$ cat config.mk
export PLATFORM = sky130hd
export DESIGN_NAME = adbg_lint_master
export DESIGN_NICKNAME = d
export VERILOG_FILES = /design/src/rtl/adbg_lint_master_pkg.sv /design/src/rtl/adbg_lint_master.sv
export SDC_FILE = /design/constraint.sdc
export NUM_CORES = 1
export LEC_CHECK = 0
export CORE_AREA = 2 2 165 167
export CTS_BUF_LIST = sky130_fd_sc_hd__clkbuf_16
export CTS_CLUSTER_DIAMETER = 200
export CTS_CLUSTER_SIZE = 40
export DETAILED_ROUTE_END_ITERATION = 16
export DIE_AREA = 0 0 167 169
export PLACE_DENSITY = 0.71
export SLEW_MARGIN = 40
export SYNTH_ARGS = -nofsm -noshare
export SYNTH_HDL_FRONTEND = slang
export SYNTH_SLANG_ARGS = --single-unit
$ cat constraint.sdc
create_clock -name clk_i -period 4.16 [get_ports clk_i]
set_input_delay 0.416 -clock clk_i [delete_from_list [all_inputs] [get_ports clk_i]]
set_output_delay 0.416 -clock clk_i [all_outputs]
set_load 0.01 [all_outputs]
$ cat src/rtl/adbg_lint_master_pkg.sv
// Shared debug package for the lint bus master.
// Holds the master FSM state encoding, the access-size constants and the
// byte-enable decode used for lane steering (write BE and read data mask).
package adbg_lint_master_pkg;

  typedef enum logic [1:0] {
    ST_IDLE     = 2'd0,
    ST_REQ      = 2'd1,
    ST_WAIT_RSP = 2'd2,
    ST_RESP     = 2'd3
  } state_e;

  // Access sizes in bytes
  localparam logic [3:0] SZ_B = 4'd1;
  localparam logic [3:0] SZ_H = 4'd2;
  localparam logic [3:0] SZ_W = 4'd4;
  localparam logic [3:0] SZ_D = 4'd8;

  // ((1 << size) - 1) << off, for the four legal sizes; anything else gives 0.
  // Written as a table so size 8 does not need a 9-bit intermediate.
  function automatic logic [7:0] be_from_size(input logic [3:0] size,
                                              input logic [2:0] off);
    logic [7:0] base;
    case (size)
      SZ_B:    base = 8'h01;
      SZ_H:    base = 8'h03;
      SZ_W:    base = 8'h0F;
      SZ_D:    base = 8'hFF;
      default: base = 8'h00;
    endcase
    return base << off;
  endfunction

endpackage

$ cat src/rtl/adbg_lint_master.sv
// Single-outstanding lint bus master for the advanced debug interface.
// Accepts one debug access command, checks size/alignment, steers the data
// onto the correct byte lanes, runs the lint req/gnt + r_valid handshake
// with a timeout, and returns LSB-aligned read data plus an error flag.
//
// Ports:
//   clk_i, rst_i              system clock, synchronous active-high reset
//   cmd_*                     command channel (valid/ready handshake)
//   rsp_*                     response channel (valid held until ready)
//   lint_*_o / lint_*_i       lint bus request and response signals
module adbg_lint_master
  import adbg_lint_master_pkg::*;
#(
  parameter int unsigned ADDR_WIDTH = 32,
  parameter int unsigned DATA_WIDTH = 64,
  parameter int unsigned AUX_WIDTH  = 6,
  parameter int unsigned TIMEOUT    = 255
) (
  input  logic                    clk_i,
  input  logic                    rst_i,
  input  logic                    cmd_valid_i,
  output logic                    cmd_ready_o,
  input  logic [ADDR_WIDTH-1:0]   cmd_addr_i,
  input  logic [DATA_WIDTH-1:0]   cmd_wdata_i,
  input  logic                    cmd_rd_wrn_i,
  input  logic [3:0]              cmd_size_i,
  output logic                    rsp_valid_o,
  input  logic                    rsp_ready_i,
  output logic [DATA_WIDTH-1:0]   rsp_rdata_o,
  output logic                    rsp_err_o,
  output logic                    lint_req_o,
  output logic [ADDR_WIDTH-1:0]   lint_add_o,
  output logic                    lint_wen_o,
  output logic [DATA_WIDTH-1:0]   lint_wdata_o,
  output logic [DATA_WIDTH/8-1:0] lint_be_o,
  output logic [AUX_WIDTH-1:0]    lint_aux_o,
  input  logic                    lint_gnt_i,
  input  logic                    lint_r_valid_i,
  input  logic [DATA_WIDTH-1:0]   lint_r_rdata_i,
  input  logic                    lint_r_opc_i
);

  localparam int unsigned BE_W    = DATA_WIDTH / 8;
  localparam int unsigned OFS     = $clog2(BE_W);
  localparam logic [3:0]  BE_W_SZ = 4'(BE_W);
  // Timer value seen in the last cycle before the abort edge
  localparam logic [7:0]  TO_LAST = 8'(TIMEOUT - 1);

  state_e                  state_q, state_d;
  logic [7:0]              timer_q, timer_d;
  logic [OFS-1:0]          off_q, off_d;
  logic [3:0]              size_q, size_d;
  logic                    lint_req_q, lint_req_d;
  logic [ADDR_WIDTH-1:0]   lint_add_q, lint_add_d;
  logic                    lint_wen_q, lint_wen_d;
  logic [DATA_WIDTH-1:0]   lint_wdata_q, lint_wdata_d;
  logic [BE_W-1:0]         lint_be_q, lint_be_d;
  logic                    rsp_valid_q, rsp_valid_d;
  logic [DATA_WIDTH-1:0]   rsp_rdata_q, rsp_rdata_d;
  logic                    rsp_err_q, rsp_err_d;

  logic [OFS-1:0]          cmd_off_s;
  logic [3:0]              size_m1_s;
  logic                    cmd_legal_s;
  logic [7:0]              cmd_be_s;
  logic [7:0]              keep_s;
  logic [DATA_WIDTH-1:0]   rd_mask_s;
  logic [DATA_WIDTH-1:0]   rd_steer_s;

  // Command legality check and write-side lane steering
  always_comb begin
    cmd_off_s   = cmd_addr_i[OFS-1:0];
    size_m1_s   = cmd_size_i - 4'd1;
    // Sizes are powers of two, so "offset multiple of size" is a mask test
    cmd_legal_s = ((cmd_size_i == SZ_B) || (cmd_size_i == SZ_H) ||
                   (cmd_size_i == SZ_W) || (cmd_size_i == SZ_D)) &&
                  (cmd_size_i <= BE_W_SZ) &&
                  ((cmd_off_s & size_m1_s[OFS-1:0]) == '0);
    cmd_be_s    = be_from_size(cmd_size_i, 3'(cmd_off_s));
  end

  // Read-side steering: shift the addressed lanes down and zero above size
  always_comb begin
    keep_s    = be_from_size(size_q, 3'd0);
    rd_mask_s = '0;
    for (int i = 0; i < int'(BE_W); i++) begin
      rd_mask_s[8*i +: 8] = {8{keep_s[i]}};
    end
    rd_steer_s = (lint_r_rdata_i >> {off_q, 3'b000}) & rd_mask_s;
  end

  // Next-state and registered-output computation
  always_comb begin
    state_d      = state_q;
    timer_d      = timer_q;
    off_d        = off_q;
    size_d       = size_q;
    lint_req_d   = lint_req_q;
    lint_add_d   = lint_add_q;
    lint_wen_d   = lint_wen_q;
    lint_wdata_d = lint_wdata_q;
    lint_be_d    = lint_be_q;
    rsp_valid_d  = rsp_valid_q;
    rsp_rdata_d  = rsp_rdata_q;
    rsp_err_d    = rsp_err_q;

    case (state_q)
      ST_IDLE: begin
        if (cmd_valid_i) begin
          if (cmd_legal_s) begin
            state_d      = ST_REQ;
            timer_d      = 8'd0;
            off_d        = cmd_off_s;
            size_d       = cmd_size_i;
            lint_req_d   = 1'b1;
            lint_add_d   = {cmd_addr_i[ADDR_WIDTH-1:OFS], {OFS{1'b0}}};
            lint_wen_d   = cmd_rd_wrn_i;
            lint_wdata_d = cmd_wdata_i << {cmd_off_s, 3'b000};
            lint_be_d    = cmd_be_s[BE_W-1:0];
          end else begin
            // Illegal: answer straight away, never touch the bus
            state_d     = ST_RESP;
            rsp_valid_d = 1'b1;
            rsp_err_d   = 1'b1;
            rsp_rdata_d = '0;
          end
        end else begin
          state_d = ST_IDLE;
        end
      end

      ST_REQ: begin
        if (lint_gnt_i && lint_r_valid_i) begin
          state_d     = ST_RESP;
          lint_req_d  = 1'b0;
          rsp_valid_d = 1'b1;
          rsp_rdata_d = rd_steer_s;
          rsp_err_d   = lint_r_opc_i;
        end else if (timer_q == TO_LAST) begin
          state_d     = ST_RESP;
          lint_req_d  = 1'b0;
          rsp_valid_d = 1'b1;
          rsp_rdata_d = '0;
          rsp_err_d   = 1'b1;
        end else if (lint_gnt_i) begin
          state_d    = ST_WAIT_RSP;
          lint_req_d = 1'b0;
          timer_d    = timer_q + 8'd1;
        end else begin
          timer_d = timer_q + 8'd1;
        end
      end

      ST_WAIT_RSP: begin
        if (lint_r_valid_i) begin
          state_d     = ST_RESP;
          rsp_valid_d = 1'b1;
          rsp_rdata_d = rd_steer_s;
          rsp_err_d   = lint_r_opc_i;
        end else if (timer_q == TO_LAST) begin
          state_d     = ST_RESP;
          rsp_valid_d = 1'b1;
          rsp_rdata_d = '0;
          rsp_err_d   = 1'b1;
        end else begin
          timer_d = timer_q + 8'd1;
        end
      end

      ST_RESP: begin
        if (rsp_ready_i) begin
          state_d     = ST_IDLE;
          rsp_valid_d = 1'b0;
        end else begin
          state_d = ST_RESP;
        end
      end

      default: begin
        state_d = ST_IDLE;
      end
    endcase
  end

  // State and output registers with synchronous reset
  always_ff @(posedge clk_i) begin
    if (rst_i) begin
      state_q      <= ST_IDLE;
      timer_q      <= 8'd0;
      off_q        <= '0;
      size_q       <= 4'd0;
      lint_req_q   <= 1'b0;
      lint_add_q   <= '0;
      lint_wen_q   <= 1'b0;
      lint_wdata_q <= '0;
      lint_be_q    <= '0;
      rsp_valid_q  <= 1'b0;
      rsp_rdata_q  <= '0;
      rsp_err_q    <= 1'b0;
    end else begin
      state_q      <= state_d;
      timer_q      <= timer_d;
      off_q        <= off_d;
      size_q       <= size_d;
      lint_req_q   <= lint_req_d;
      lint_add_q   <= lint_add_d;
      lint_wen_q   <= lint_wen_d;
      lint_wdata_q <= lint_wdata_d;
      lint_be_q    <= lint_be_d;
      rsp_valid_q  <= rsp_valid_d;
      rsp_rdata_q  <= rsp_rdata_d;
      rsp_err_q    <= rsp_err_d;
    end
  end

  // Ready is held off while reset is applied so nothing is accepted then
  assign cmd_ready_o  = (state_q == ST_IDLE) && !rst_i;
  assign rsp_valid_o  = rsp_valid_q;
  assign rsp_rdata_o  = rsp_rdata_q;
  assign rsp_err_o    = rsp_err_q;
  assign lint_req_o   = lint_req_q;
  assign lint_add_o   = lint_add_q;
  assign lint_wen_o   = lint_wen_q;
  assign lint_wdata_o = lint_wdata_q;
  assign lint_be_o    = lint_be_q;
  assign lint_aux_o   = '0;

endmodule

==> results_dict.tcl, run 1 <==
set metrics [dict create \
    status "finished clean" \
    ys_seq_area_share_pct 35.75 \
    holdWs_ps 290.3 \
    path_max_fanout 64 \
    finalClockSkew_ps 20.68 \
    synth_top_area_share_pct 35.75 \
    grt_pass1_vias 9627 \
    place_hpwl_um 25910 \
    worstMarginPinSlew_ps 819.9 \
    dieArea_um2 28220 \
    power.leakage_nw 4.881 \
    cts-buffers-inserted 17 \
    synth_cell_types 70 \
    finalNetCount 1610 \
    dp.cells 1747 \
    multiInputGateArea_um2 6057 \
    synth_ff_type "dfxtp_1" \
    crit_chain "clkdlybuf4s50_1 -> inv_1 -> ha_1 -> nand2b_4 -> a221oi_4 -> nand4_4 -> a31oi_4 -> buf_4 -> a22o_1" \
    setup_viol 0 \
    r2r-end "rsp_rdata_o[59]" \
    cts_tree "built" \
    worstPathArrival_ps 3210 \
    io_buffers 341 \
    yosys.area.top_type "dfxtp_1" \
    worstSetupStartpointType "input port" \
    post_drt_via_cell_ratio 5.608 \
    wl_um 35420 \
    slew_viol_final 0 \
    fin_cells 1780 \
    antenna_found_initial 0 \
    post_route_cells_drive_above_1_share_pct 10.28 \
    insertedDiodeCount 0 \
    synth_seq_cells 186 \
    grt_pass1_wl_um 54480 \
    grt_usage_pct 24.20 \
    synth_area_um2 10420 \
    hold_class "input port to flip-flop" \
    async_flop_share_pct 0 \
    r2r_slack_ps 1710 \
    crit_path_max_incr_delay_ps 590 \
    max_freq_mhz 353.3 \
    fillers 2409 \
    yosysWarnings 0 \
    cts_hold_buf 0 \
    grt_max_degree 108 \
    crit_path_end_kind "flip-flop" \
    avgSynthCellArea_um2 9.003 \
    gr-total-overflow 0 \
    clk_pin_slew_worst_paths_ps 80 \
    regArea_um2 3730 \
    maxCapViolations 0 \
    critPathBufInv 3 \
    clock_sinks 186 \
    ctsResizeCount 0 \
    place_congestion 0.8738 \
    first_iter_violations 698 \
    crit_family "buffers and inverters" \
    clock_latency_ps 450 \
    finish.utilization_pct 54.40 \
    rows 60 \
    min-delay-start "cmd_addr_i[0]" \
    netlist_top_cells_area "dfxtp_1 36%, mux2i_1 8.8%, nand2_1 5.5%" \
    hold_path_depth 3 \
    vias 9983 \
    pin_count 351 \
    finalCritPeriodShare_pct 68.05 \
    synth_edf_count 0 \
    hold_end "off_q[0]" \
    finalSetupTns_ps 0 \
    r2r-start "state_q[0]" \
    place_ws_ps 930.5 \
    htreeDepth 4 \
    syn2layout_area_growth_pct 38.40 \
    wl_per_cell_um 19.90 \
    core_area_um2 26500 \
    rr_worst_depth 6 \
    cp_slowest_cell "buf_4" \
    drt_pass1_iterations 5 \
    path_class "input port to flip-flop" \
    slew_headroom_pct 45.05 \
    cp.required_ps 4540 \
    rsz0062_at_grt "no" \
    final-hold-violation-count 0 \
    root_buffer "clkbuf_16" \
    start_util_pct 39.31 \
    min_period_ps 2831 \
    vdd_drop_max_uv 203.6 \
    postCtsSetupBuffers 0 \
    path_depth 9 \
    clock_path_buffers 2 \
    postSynthCellCount 1157 \
    die_h_um 169 \
    die_x_um 167 \
    ant_nets 0 \
    p_per_area_nw_per_um2 321.8 \
    drc 0 \
    fin_ws_ps 1329 \
]
## layer usage
metal | global-route usage (%) | vias up | wire (µm)
li1 | - | 4782 | -
met1 | 29.07 | 4786 | 14320
met2 | 42.03 | 368 | 17560
met3 | 6.593 | 47 | 2670
met4 | 7.759 | 0 | 864
met5 | 0 | - | 0
## stage by stage
step	power [mW]	cell area, µm²
final	4.640	14420
after global routing	4.840	14420
after CTS	4.668	14400
after detailed placement	3.044	13820
after global placement	3.022	13790
after floorplan	2.640	10450
## where the power goes
part | internal (mW) | switching, mW
clock | 0.803 | 0.823
sequential | 1.82 | 0.0388
combinational | 0.510 | 0.644
## state kept, by name, indices dropped and copies added, names as in the netlist
signal,count
off_q,3
size_q,4
rsp_rdata_o,64
rsp_err_o,1
lint_wen_o,1
timer_q,8
rsp_valid_o,1
lint_add_o,29
lint_req_o,1
lint_wdata_o,64
lint_be_o,8
state_q,2
## placed cells by master, fill, tap and decap left out, types with 40 or more instances in the layout
cell	netlist	final
dfxtp_1	186	183
nor2_1	75	74
a211oi_1	46	46
clkdlybuf4s50_1	0	337
o21ai_0	48	48
nand2_1	153	153
o2bb2ai_1	40	40
mux2i_1	92	92
a21oi_1	93	93
mux2_2	46	46
## cell families after synthesis
logic type | after synthesis | share of synthesized area [%]
AOI/OAI and AO/OA | 326 | 21.87
xor gates and xnor gates | 4 | 0.4085
adders and majority gates | 12 | 1.441
buffers and inverters | 130 | 6.534
DFF | 186 | 35.75
muxes | 162 | 19.00
other | 1 | 0.03600
and+or+nand+nor | 336 | 14.96
## cell type report
class	instances	share of cell area [%]
Clock inverter	15	1.059
Timing Repair Buffer	355	24.70
Tap cell	341	2.960
Multi-Input combinational cell	849	42.02
Clock buffer	17	2.951
Inverter	17	0.4426
Sequential cell	186	25.87
## worst min-delay path: cells and delay by family
family	cells	cell delay (ps)
AO/OA/AOI/OAI	1	50
buffers and inverters	1	150
AND/OR/NAND/NOR	1	60
## cells in the mapped netlist (4+ instances only)
cell type	n
a211oi_1	46
a21oi_1	93
a22o_1	25
a22oi_1	9
a31oi_1	11
a32o_1	13
buf_1	5
buf_2	37
buf_4	13
buf_6	13
clkbuf_1	45
dfxtp_1	186
ha_1	12
inv_1	15
mux2_2	46
mux2i_1	92
mux4_2	24
nand2_1	153
nand3_1	12
nand4_1	8
nor2_1	75
nor2b_1	19
nor3_1	18
nor4_1	4
o211ai_1	4
o21ai_0	48
o2bb2ai_1	40
o31ai_1	5
or2_2	7
or3_1	19
## how the worst max path moves through the flow
stage	slack, ps	endpoint	startpoint
2_1_floorplan	2030	rsp_rdata_o[60]	cmd_size_i[0]
3_3_place_gp	1000	rsp_rdata_o[39]	cmd_size_i[0]
3_5_place_dp	930	rsp_rdata_o[36]	cmd_size_i[0]
4_1_cts	1380	rsp_rdata_o[38]	cmd_size_i[0]
5_1_grt	1200	rsp_rdata_o[39]	cmd_size_i[0]
6_report	1330	rsp_rdata_o[43]	cmd_size_i[0]
(Power assumes the default switching activity.)
==> run 2, diff against run 1 <==
==> constraint.sdc (replaced) <==
create_clock -name clk_i -period 2.9 [get_ports clk_i]
set_input_delay 0.29 -clock clk_i [delete_from_list [all_inputs] [get_ports clk_i]]
set_output_delay 0.29 -clock clk_i [all_outputs]
set_load 0.01 [all_outputs]
==> run 2 against run 1 <==
Effect of this change: clock power increased by 44%; setup slack got worse by 780 ps; first-iteration DRC count decreased by 0.86%; sequential share of layout area decreased by 0.31 points; combinational power increased by 51%; global-route usage increased by 0.27 points; sequential cell count unchanged; critical endpoint is now rsp_rdata_o[57]; largest cell class unchanged; highest routed layer unchanged.
==> results_dict.tcl, run 2 (synthesized netlist as in run 1, its figures left out) <==
set metrics [dict create \
    crit_chain "clkdlybuf4s50_1 -> inv_1 -> ha_1 -> inv_1 -> a221oi_4 -> buf_4 -> nand4_4 -> and4_1 -> buf_4 -> a32o_1" \
    post_route_cells_drive_above_1_share_pct 11.24 \
    postCtsSetupBuffers 0 \
    cts-buffers-inserted 17 \
    insertedDiodeCount 0 \
    wl_um 36090 \
    die_x_um 167 \
    clock_latency_ps 430 \
    grt_pass1_wl_um 54940 \
    start_util_pct 39.31 \
    cts_hold_buf 0 \
    clk_pin_slew_worst_paths_ps 70 \
    min_period_ps 2349 \
    ant_nets 0 \
    power.leakage_nw 4.990 \
    path_max_fanout 24 \
    clock_sinks 186 \
    gr-total-overflow 0 \
    mostFrequentLayoutCell "clkdlybuf4s50_1" \
    p_per_area_nw_per_um2 463.4 \
    dieArea_um2 28220 \
    ctsResizeCount 0 \
    grt_pass1_vias 9709 \
    maxCapViolations 0 \
    grt_usage_pct 24.47 \
    finalNetCount 1632 \
    placed_cell_area_um2 14020 \
    worstSetupStartpointType "input port" \
    cp.required_ps 3220 \
    place_ws_ps 121.7 \
    setup_viol 0 \
    first_iter_violations 692 \
    max_freq_mhz 425.8 \
    met2_usage_pct 41.74 \
    finalClockSkew_ps 11.36 \
    cts_tree "built" \
    layout_common_cells "337 x clkdlybuf4s50_1, 183 x dfxtp_1, 153 x nand2_1, 93 x a21oi_1, 92 x mux2i_1" \
    pin_count 351 \
    crit_path_max_incr_delay_ps 500 \
    root_buffer "clkbuf_16" \
    rr_worst_depth 7 \
    hold_class "input port to flip-flop" \
    worstPathArrival_ps 2670 \
    rsz0062_at_grt "no" \
    vias 10170 \
    place_hpwl_um 26600 \
    syn2layout_area_growth_pct 40.10 \
    vdd_drop_max_uv 279.4 \
    die_h_um 169 \
    grt_max_degree 98 \
    wl_per_cell_um 20.05 \
    finalSetupTns_ps 0 \
    slew_headroom_pct 45.01 \
    antenna_found_initial 0 \
    met1_usage_pct 29.80 \
    status "finished clean" \
    io_buffers 341 \
    hold_path_depth 3 \
    drc 0 \
    htreeDepth 4 \
    path_class "input port to flip-flop" \
    design_area_um2 14590 \
    rows 60 \
    grt-busiest-layer "met2" \
    fin_total_pwr_mw 6.762 \
    worstMarginPinSlew_ps 820.3 \
    finalCritPeriodShare_pct 80.98 \
    cp_slowest_cell "clkdlybuf4s50_1" \
    fin_ws_ps 551.5 \
    drt_pass1_iterations 5 \
    slew_viol_final 0 \
    clock_path_buffers 2 \
    place_congestion 0.8814 \
    crit_path_end_kind "flip-flop" \
    grt_use_met3_pct 6.897 \
    post_drt_via_cell_ratio 5.651 \
    core_area_um2 26500 \
    final-hold-violation-count 0 \
]
run 2: final cells by class:
type | instances | area, µm²
Timing Repair Buffer | 377 | 3760
Clock inverter | 13 | 142.6
Multi-Input combinational cell | 849 | 6045
Fill cell | 2428 | 11910
Tap cell | 341 | 426.7
Sequential cell | 186 | 3730
Clock buffer | 17 | 425.4
Inverter | 17 | 63.81
run 2: worst paths after layout:
path                                       start  slack [ps]                to
worst min register to register  lint_wdata_o[12]         450  lint_wdata_o[12]
worst max-delay path               cmd_size_i[1]         550   rsp_rdata_o[57]
worst max register to register        state_q[0]         560   rsp_rdata_o[57]
worst min-delay path               cmd_addr_i[2]         180          off_q[2]
run 2: critical path, delay by kind of cell:
kind / cells / cell delay, ps
AND/OR/NAND/NOR: 2 / 390
buffers and inverters: 5 / 1060
AO/OA/AOI/OAI: 2 / 620
adder cells (fa/ha/maj): 1 / 280
run 2: metrics by stage:
step	util (%)	hold slack (ps)	cells
2_1_floorplan	-	415.7	1165
3_3_place_gp	52.91	437.7	1770
3_5_place_dp	52.92	443.6	1770
4_1_cts	55.07	165.6	1800
5_1_grt	55.07	208.9	1800
6_report	55.07	180.9	1800
run 2: routing by layer:
metal / part of all wire (%) / vias up / routed length (µm)
met5: 0 / - / 0
met4: 2.5 / 0 / 920
met3: 7.9 / 57 / 2844
met2: 49 / 386 / 17560
met1: 41 / 4912 / 14760
li1: - / 4816 / -
run 2: power by group:
group	switching [mW]	total [mW]	internal [mW]
registers	0.0572	2.67	2.61
logic	0.953	1.74	0.785
clock network	1.08	2.35	1.28
